--- config.mk ---
export PLATFORM = sky130hd
export DESIGN_NAME = aurora_mmcm_seq
export DESIGN_NICKNAME = d
export VERILOG_FILES = /design/src/rtl/aurora_clk_pkg.sv /design/src/rtl/aurora_lock_sync.sv /design/src/rtl/aurora_mmcm_seq.sv
export SDC_FILE = /design/constraint.sdc
export NUM_CORES = 1
export LEC_CHECK = 0
export ABC_AREA = 1
export CAP_MARGIN = 10
export CORE_ASPECT_RATIO = 0.75
export CORE_UTILIZATION = 57
export CTS_CLUSTER_SIZE = 16
export DETAILED_ROUTE_END_ITERATION = 6
export GPL_ROUTABILITY_DRIVEN = 0
export PLACE_DENSITY_LB_ADDON = 0.08
export SLEW_MARGIN = 20
export SYNTH_ARGS = -nofsm -noshare
export SYNTH_HDL_FRONTEND = slang
export SYNTH_SLANG_ARGS = --single-unit
--- constraint.sdc ---
create_clock -name INIT_CLK -period 4.5 [get_ports INIT_CLK]
set_input_delay 0.9 -clock INIT_CLK [delete_from_list [all_inputs] [get_ports INIT_CLK]]
set_output_delay 0.9 -clock INIT_CLK [all_outputs]
set_load 0.005 [all_outputs]
--- src/rtl/aurora_clk_pkg.sv ---
// Shared types and helpers for the Aurora clocking sequencer.
// Holds the state encoding and the shared counter width helper.
package aurora_clk_pkg;

    typedef enum logic [2:0] {
        ST_WAIT_GT   = 3'd0,
        ST_HOLD      = 3'd1,
        ST_WAIT_LOCK = 3'd2,
        ST_STABLE    = 3'd3,
        ST_RUN       = 3'd4,
        ST_FAULT     = 3'd5
    } seq_state_t;

    localparam int unsigned RETRY_W = 8;
    localparam int unsigned LOSS_W  = 16;

    // Counter width: enough bits for the longest interval, plus one
    function automatic int unsigned cnt_width(
        input int unsigned a,
        input int unsigned b,
        input int unsigned c
    );
        int unsigned m;
        m = a;
        if (b > m) m = b;
        if (c > m) m = c;
        return $clog2(m) + 1;
    endfunction

endpackage

--- src/rtl/aurora_lock_sync.sv ---
// Two-flop synchronizer for an asynchronous lock indication.
// Resets to "not locked".
module aurora_lock_sync (
    input  logic clk,
    input  logic rst_n,
    input  logic async_in,
    output logic sync_out
);

    logic meta;

    // Two-stage capture into the clk domain
    always_ff @(posedge clk) begin
        if (!rst_n) begin
            meta     <= 1'b0;
            sync_out <= 1'b0;
        end else begin
            meta     <= async_in;
            sync_out <= meta;
        end
    end

endmodule

--- src/rtl/aurora_mmcm_seq.sv ---
// Reset/lock sequencer for the Aurora MMCM and transmit-clock buffer.
// Define AURORA_MMCM_SEQ_STATS_EN to build the lock-loss counter.
module aurora_mmcm_seq
    import aurora_clk_pkg::*;
#(
    parameter int unsigned RST_HOLD_CYCLES     = 128,
    parameter int unsigned LOCK_TIMEOUT_CYCLES = 65536,
    parameter int unsigned STABLE_CYCLES       = 256,
    parameter int unsigned MAX_RETRIES         = 7
) (
    input  logic        INIT_CLK,
    input  logic        INIT_RESETN,
    input  logic        GT_PLL_LOCKED,
    input  logic        MMCM_LOCKED,
    input  logic        RESTART,
    output logic        MMCM_RST,
    output logic        TX_CLK_CLR,
    output logic        AURORA_RESET,
    output logic        READY,
    output logic        FAULT,
    output logic [7:0]  RETRY_COUNT,
    output logic [15:0] LOCK_LOSS_COUNT
);

    localparam int unsigned CW = cnt_width(
        RST_HOLD_CYCLES, LOCK_TIMEOUT_CYCLES, STABLE_CYCLES);

    localparam logic [CW-1:0] HOLD_LAST = CW'(RST_HOLD_CYCLES - 1);
    localparam logic [CW-1:0] TO_LAST   = CW'(LOCK_TIMEOUT_CYCLES - 1);
    // The WAIT_LOCK cycle that saw lock is the first stable sample
    localparam logic [CW-1:0] STB_LAST  = CW'(STABLE_CYCLES - 2);

    logic          gt_lk;
    logic          mm_lk;
    seq_state_t    state;
    logic [CW-1:0] cnt;
    logic [7:0]    retry_sat;
    logic          retry_over;
    logic          run_drop;
    logic          run_keep;

    aurora_lock_sync u_gt_sync (
        .clk      (INIT_CLK),
        .rst_n    (INIT_RESETN),
        .async_in (GT_PLL_LOCKED),
        .sync_out (gt_lk)
    );

    aurora_lock_sync u_mm_sync (
        .clk      (INIT_CLK),
        .rst_n    (INIT_RESETN),
        .async_in (MMCM_LOCKED),
        .sync_out (mm_lk)
    );

    assign retry_sat  = (RETRY_COUNT == 8'hFF) ? 8'hFF
                                               : RETRY_COUNT + 8'd1;
    assign retry_over = 32'(retry_sat) > MAX_RETRIES;
    assign run_drop   = RESTART || !gt_lk || !mm_lk;
    assign run_keep   = (state == ST_RUN) && !run_drop;

    // Sequencer state, shared interval counter and retry tally
    always_ff @(posedge INIT_CLK) begin
        if (!INIT_RESETN) begin
            state       <= ST_WAIT_GT;
            cnt         <= '0;
            RETRY_COUNT <= '0;
        end else if (RESTART) begin
            state       <= ST_WAIT_GT;
            cnt         <= '0;
            RETRY_COUNT <= '0;
        end else begin
            unique case (state)
                ST_WAIT_GT: begin
                    cnt <= '0;
                    if (gt_lk) state <= ST_HOLD;
                end
                ST_HOLD: begin
                    if (!gt_lk) begin
                        state <= ST_WAIT_GT;
                        cnt   <= '0;
                    end else if (cnt == HOLD_LAST) begin
                        state <= ST_WAIT_LOCK;
                        cnt   <= '0;
                    end else begin
                        cnt <= cnt + 1'b1;
                    end
                end
                ST_WAIT_LOCK: begin
                    if (!gt_lk) begin
                        state <= ST_WAIT_GT;
                        cnt   <= '0;
                    end else if (mm_lk) begin
                        state <= ST_STABLE;
                        cnt   <= '0;
                    end else if (cnt == TO_LAST) begin
                        RETRY_COUNT <= retry_sat;
                        state       <= retry_over ? ST_FAULT : ST_HOLD;
                        cnt         <= '0;
                    end else begin
                        cnt <= cnt + 1'b1;
                    end
                end
                ST_STABLE: begin
                    if (!gt_lk) begin
                        state <= ST_WAIT_GT;
                        cnt   <= '0;
                    end else if (!mm_lk) begin
                        state <= ST_WAIT_LOCK;
                        cnt   <= '0;
                    end else if (cnt == STB_LAST) begin
                        state       <= ST_RUN;
                        cnt         <= '0;
                        RETRY_COUNT <= '0;
                    end else begin
                        cnt <= cnt + 1'b1;
                    end
                end
                ST_RUN: begin
                    cnt <= '0;
                    if (!gt_lk)      state <= ST_WAIT_GT;
                    else if (!mm_lk) state <= ST_HOLD;
                end
                ST_FAULT: begin
                    cnt <= '0;
                end
                default: begin
                    state <= ST_WAIT_GT;
                    cnt   <= '0;
                end
            endcase
        end
    end

    // Registered outputs; READY drops on the same edge RUN is left
    always_ff @(posedge INIT_CLK) begin
        if (!INIT_RESETN) begin
            MMCM_RST     <= 1'b1;
            TX_CLK_CLR   <= 1'b1;
            AURORA_RESET <= 1'b1;
            READY        <= 1'b0;
            FAULT        <= 1'b0;
        end else begin
            MMCM_RST     <= state inside {ST_WAIT_GT, ST_HOLD, ST_FAULT};
            TX_CLK_CLR   <= state inside {ST_WAIT_GT, ST_HOLD, ST_FAULT};
            READY        <= run_keep;
            AURORA_RESET <= !run_keep;
            FAULT        <= (state == ST_FAULT) && !RESTART;
        end
    end

`ifdef AURORA_MMCM_SEQ_STATS_EN
    // Count lock losses seen while running, saturating
    always_ff @(posedge INIT_CLK) begin
        if (!INIT_RESETN) begin
            LOCK_LOSS_COUNT <= '0;
        end else if (state == ST_RUN && !RESTART &&
                     (!gt_lk || !mm_lk) &&
                     LOCK_LOSS_COUNT != 16'hFFFF) begin
            LOCK_LOSS_COUNT <= LOCK_LOSS_COUNT + 16'd1;
        end
    end
`else
    assign LOCK_LOSS_COUNT = '0;
`endif

endmodule

======== Yosys cells after proc, flatten, opt, wreduce, memory -nomap -nowiden ========
Cells that the tools add are included.
word-level totals
  register bits ........................... 36
  input port bits ......................... 5
  output and inout bits ................... 29
  logic and storage cells ................. 81
operators by class
  add/subtract/negate cells ............... 2
  $lt $le $gt $ge ......................... 1
  equality and inequality tests ........... 20
  multiplexer cells ....................... 30
  bitwise gates (word level) .............. 2
  reduce and logical (&&, ||, !) cells .... 15
operators with widths
  operator               count
  $mux 17                8
  $mux 8                 7
  $pmux 17 s3            1
  $mux 3                 12
  $pmux 3 s6             1
  $add 17x1->17 const B  1
  $eq 17x16->1 const B   1
  $eq 17x7->1 const B    1
  $eq 17x8->1 const B    1
  $pmux 8 s2             1
  $add 8x1->8 const B    1
  $eq 8x8->1 const B     1
  $gt 8x3->1 const B     1
  $ne 2x1->1 const B     4
  $reduce_and 7->1       1
  $eq 3x2->1 const B     2
  $eq 3x3->1 const B     2
  $ne 2x2->1 const B     3
  $ne 3x3->1 const B     2
  $reduce_and 6->1       1
  $logic_not 1->1        5
  $ne 4x3->1 const B     1
  $ne 4x4->1 const B     1
  $eq 3x1->1 const B     1
  7 further kinds        10

======== Logic depth before layout (Yosys ltp) ========
  depth in word-level cells ............... 8
  gate-level depth with buffers ........... 17
  mapped depth without buffers ............ 16

======== By module ========
From an unflattened synthesis, not the netlist that was laid out.
unflattened totals
  cell total of the unflattened synthesis .. 297
  area, all modules ....................... 2092.0 µm²
modules (own cells, without submodules)
  module            times used  cells an instance  area an instance (µm²)  sequential area each (µm²)
  aurora_mmcm_seq   1           285                1981.9                  640.6
  aurora_lock_sync  2           6                  55.1                    40.0

======== Least setup slack after synthesis ========
OpenSTA, ideal clock, no wires.
  path kind ............................... flip-flop to flip-flop
  from .................................... register cnt[0]
  to ...................................... register RETRY_COUNT[3]
  library setup time ...................... 119 ps
  data arrival time ....................... 2218 ps
  required time ........................... 4381 ps
  path slack .............................. 2163 ps
  cell stages (with the launch flop) ...... 16
  path buffers ............................ 1
  period minus slack after synthesis ...... 2337 ps
  path through ............................ dfxtp_1 -> ha_1 -> nand2_1 -> nor2_2 -> nand2_2 -> nor3_2 -> nand4_1 -> or2_1 -> nor2_2 -> ha_1 -> o21ai_0 -> a211oi_2 -> nand2_1 -> buf_6 -> o21ai_0 -> a21oi_1
between the ends
  longest elaborated chain between the ends .. 3
  elaborated cells on any way between the ends .. 5
  those cells by class .................... 4 x eq/ne; 1 x reduce/logical
RTL lines
  item                                         RTL line                                       RTL
  from (decl)                                  aurora_mmcm_seq.sv:36                          logic [CW-1:0] cnt;
  from (signal assigned)                       aurora_mmcm_seq.sv:86                          cnt <= cnt + 1'b1;
  from (signal assigned)                       aurora_mmcm_seq.sv:101                         cnt <= cnt + 1'b1;
  from (signal assigned)                       aurora_mmcm_seq.sv:116                         cnt <= cnt + 1'b1;
  $eq 17x8->1 or $eq 17x16->1 (tied branches)  aurora_mmcm_seq.sv:111, aurora_mmcm_seq.sv:96
  $ne 2x2->1 (no source line)                  n/a
  $reduce_and 7->1 (no source line) *          n/a
  to (signal assigned)                         aurora_mmcm_seq.sv:97                          RETRY_COUNT <= retry_sat;
  to (decl)                                    aurora_mmcm_seq.sv:21                          output logic [7:0] RETRY_COUNT,
Every way passes the cells marked *; elsewhere a longest branch is shown, timed or not.
A chain may end at the register's enable or synchronous reset.

======== Worst setup path in the final report ========
  from .................................... register cnt[0]
  to ...................................... register RETRY_COUNT[7]
Same word-level chain as after synthesis.

==> results summary <==
The CTS H-tree depth is 2. The area of all placed cells without fillers is 2260 um2. The number of buffers inserted by post-CTS setup repair came out at 0.

The total power per unit cell area is 246 nW/um2. The synthesized design devotes to its leading area cell type 35.0% of total area. The total negative slack for setup checks is 0 ps.

The post-cts resize count came out at 0. Ranked by instance count, the synthesized netlist is headed by sky130_fd_sc_hd__nand2_1 (55), sky130_fd_sc_hd__nor2_1 (52), sky130_fd_sc_hd__inv_1 (41), sky130_fd_sc_hd__dfxtp_1 (36), sky130_fd_sc_hd__a21oi_1 (19). STA classifies the critical path startpoint as a flip-flop. Among all flip-flop cells after synthesis, the most frequent one is sky130_fd_sc_hd__dfxtp_1. In this run the critical register-to-register path is launched from cnt[0]. The number of design-rule violations left by the first detailed-router iteration is 124. The design draws 0.557 mW. The amount of wire on met3 after detailed routing came out at 161 um.

The maximum fanout along the worst path came out at 12. The number of cells on the worst reg-to-reg path is 15. The number of CTS-inserted buffers is 5. Ranked by total cell area, the synthesized netlist is headed by sky130_fd_sc_hd__dfxtp_1 (35%), sky130_fd_sc_hd__nand2_1 (10%), sky130_fd_sc_hd__nor2_1 (9.5%), sky130_fd_sc_hd__inv_1 (7.5%), sky130_fd_sc_hd__buf_4 (6.2%).

After synthesis the cells add up to 2060 um2. The worst-skew pair later-pin latency is 290 ps. The first-pass GRT wire length came out at 6.44 mm. The overall overflow remaining after global route came out at 0. The leakage power figure is 0.934 nW. The sequential fraction of the synthesis area is 35.0%. The total I/O pin count is 34.

The floorplan die area is 3860 um2. The via count of the first global-routing pass is 1466. The met2 wire length is 1.43 mm. The maximum ir drop on the vdd rail is 0.231 mV. The total count of hold-check failures in the final report is 0. The area of the core came out at 3360 um2.

The aggregate global-route resource usage is 21.7%. STA puts the critical path data required time at 4720 ps. The number of vias after detailed routing came out at 1767.

The synthesized design spends more area on one cell type than any other, namely sky130_fd_sc_hd__dfxtp_1. Across the whole layout, storage elements account for 721 um2. Among all cell types in the netlist, the one instantiated most often is sky130_fd_sc_hd__nand2_1. The routed metal-1 wirelength is 2.07 mm. The class of the worst hold path is flip-flop to flip-flop. Entering global routing, the biggest net connects 16 pins.

The synthesized design contains 0 enable-type register cells. The detailed placement HPWL is 2.83 mm. The clock drives 36 sinks. The critical path starts at cnt[0]. The synthesized netlist cell count came out at 302.

Of the cells placed in the final design, the portion with a size suffix greater than 1 is 9.63%. STA classifies the critical path endpoint as a flip-flop. The first detailed-routing pass ran for 6 iterations. The fmax came out at 0.369 GHz.

The fraction of synthesis flops using an asynchronous set or reset pin is 0%. The average detailed-routed wire length per instance came out at 10.2 um. The final critical delay including setup and external delays came out at 2710 ps.

Synthesis inferred 36 register bits. The area of placed instances came out at 2180 um2. The starting density of the core came out at 61.3%. The remaining design rule violation count is 1.

The clock transition time at the flip-flop clock pins of the worst setup and hold paths is 70 ps. The final number of setup-violating endpoints came out at 0. The most critical setup path has its endpoint at RETRY_COUNT[7]. The final count of pins violating max slew is 0. The height of the chip is 54.0 um. Fill cells in the final layout number 316.

The maximum clock skew at final layout is 8.30 ps. In this run the critical register-to-register path is captured at RETRY_COUNT[7]. The area taken by multi-input logic gates came out at 1070 um2. The clock passes through at most 2 buffers.

The share of the cycle needed by the critical path after routing came out at 60.2%. The flow ran to the end, but the final reports show violations. The number of library cell types mapped by synthesis came out at 29.

The tree is rooted in a sky130_fd_sc_hd__clkbuf_8. The vias per cell came out at 4.88. The number of antenna violations at the first check in global routing is 0. The total inserted antenna cells is 0. Across the run, the number of max-cap violations was 0. The TritonCTS clock tree is done. Setup repair after global routing left no endpoint under its margin. The average size of a mapped cell came out at 6.81 um2. At the end of the flow, the number of nets in the layout was 332.

The antenna violation net count after detailed routing came out at 0. The number of buffers added to fix hold violations after cts is 0. The final reports fail on design-rule violations.

The number of buffers inserted by port buffering is 17. The minimum setup slack among reg-to-reg paths is 1790 ps. The synthesis warning total is 0. In this run the core area contains 18 standard-cell rows. From synthesis to final layout, the design area changed by 10.1%. The highest routing layer actually used is met4. The worst setup path is of the flip-flop to flip-flop kind.

After detailed routing, the total wire length is 3.70 mm. The die width came out at 71.4 um. Data arrives at the worst endpoint at 2930 ps.
==> worst min path at each step <==
stage	to	cells past startpoint	from	slack, ps
after global routing	u_mm_sync.sync_out	2	u_mm_sync.meta	440
after floorplan	u_gt_sync.sync_out	2	u_gt_sync.meta	390
after global placement	u_mm_sync.sync_out	2	u_mm_sync.meta	400
after detailed placement	u_gt_sync.sync_out	2	u_gt_sync.meta	400
after CTS	u_gt_sync.sync_out	2	u_gt_sync.meta	420
final	u_gt_sync.sync_out	2	u_gt_sync.meta	420
==> power by group <==
group	switching [mW]	total, mW	leakage [nW]	internal [mW]
Combinational	0.0124	0.0193	0.603	0.00684
Sequential	0.00127	0.322	0.291	0.320
Clock	0.112	0.216	0.0400	0.105
==> sequential cells by signal, summed over array words and instances, names as in the netlist <==
| name | count |
|---|---|
| TX_CLK_CLR | 1 |
| u_gt_sync.meta | 1 |
| u_mm_sync.meta | 1 |
| state | 3 |
| u_gt_sync.sync_out | 1 |
| RETRY_COUNT | 8 |
| u_mm_sync.sync_out | 1 |
| AURORA_RESET | 1 |
| cnt | 17 |
| FAULT | 1 |
| READY | 1 |
==> per-layer routing <==
layer | track usage (%) | vias up
met1 | 31.7 | 772
met5 | 0 | -
met4 | 9.00 | 0
li1 | - | 952
met3 | 5.06 | 4
met2 | 30.5 | 39
==> cell usage in the layout (no fill, tap or decap), types with 4 or more instances in the layout <==
master / n
sky130_fd_sc_hd__nand4_1: 5
sky130_fd_sc_hd__ha_1: 5
sky130_fd_sc_hd__dfxtp_1: 36
sky130_fd_sc_hd__nor2_2: 5
sky130_fd_sc_hd__nand2_2: 8
sky130_fd_sc_hd__conb_1: 16
sky130_fd_sc_hd__o21ai_0: 11
sky130_fd_sc_hd__nor3_1: 4
sky130_fd_sc_hd__a21oi_1: 19
sky130_fd_sc_hd__nand2_1: 55
sky130_fd_sc_hd__nand3_1: 14
sky130_fd_sc_hd__clkbuf_8: 5
sky130_fd_sc_hd__nor2_1: 52
sky130_fd_sc_hd__inv_2: 4
sky130_fd_sc_hd__inv_1: 41
sky130_fd_sc_hd__clkdlybuf4s50_1: 17
==> layout make-up <==
| cell class | count | area share (%) |
|---|---|---|
| Sequential cell | 36 | 31.8 |
| Inverter | 45 | 7.46 |
| Clock inverter | 2 | 0.552 |
| Multi-Input combinational cell | 217 | 47.4 |
| Clock buffer | 5 | 3.04 |
| Tap cell | 40 | 2.21 |
| Timing Repair Buffer | 17 | 7.51 |
==> cell families after synthesis <==
group,count (synthesis),synth area share [%]
adder cells (fa/ha/maj),5,3.04
AO/OA/AOI/OAI,37,9.79
AND/OR/NAND/NOR,154,34.3
buffers and inverters,64,15.5
flip-flops,36,35.0
other,1,0.182
XOR/XNOR,5,2.13
==> worst max-delay path: stages, from the launching register on <==
cell and delay (ps):
sky130_fd_sc_hd__dfxtp_1 370, sky130_fd_sc_hd__ha_1 180, sky130_fd_sc_hd__nand2_1 70, sky130_fd_sc_hd__nor2_2 170
sky130_fd_sc_hd__nand2_2 110, sky130_fd_sc_hd__nor3_2 150, sky130_fd_sc_hd__nand4_1 110, sky130_fd_sc_hd__or2_1 250
sky130_fd_sc_hd__nor2_2 110, sky130_fd_sc_hd__ha_1 170, sky130_fd_sc_hd__o21ai_0 90, sky130_fd_sc_hd__a211oi_2 200
sky130_fd_sc_hd__nand2_1 250, sky130_fd_sc_hd__inv_1 210, sky130_fd_sc_hd__o21ai_0 100, sky130_fd_sc_hd__nor2_1 90
==> per-stage QoR <==
step                setup WS [ps]  hold WS [ps]  util, %  instances
global placement             1900           395     65.1        355
global route                 1470           436     67.5        362
floorplan                    2160           390        -        317
detailed placement           1830           402     65.1        355
finish                       1790           415     67.5        362
CTS                          1800           419     67.5        362
(Power assumes the default switching activity.)
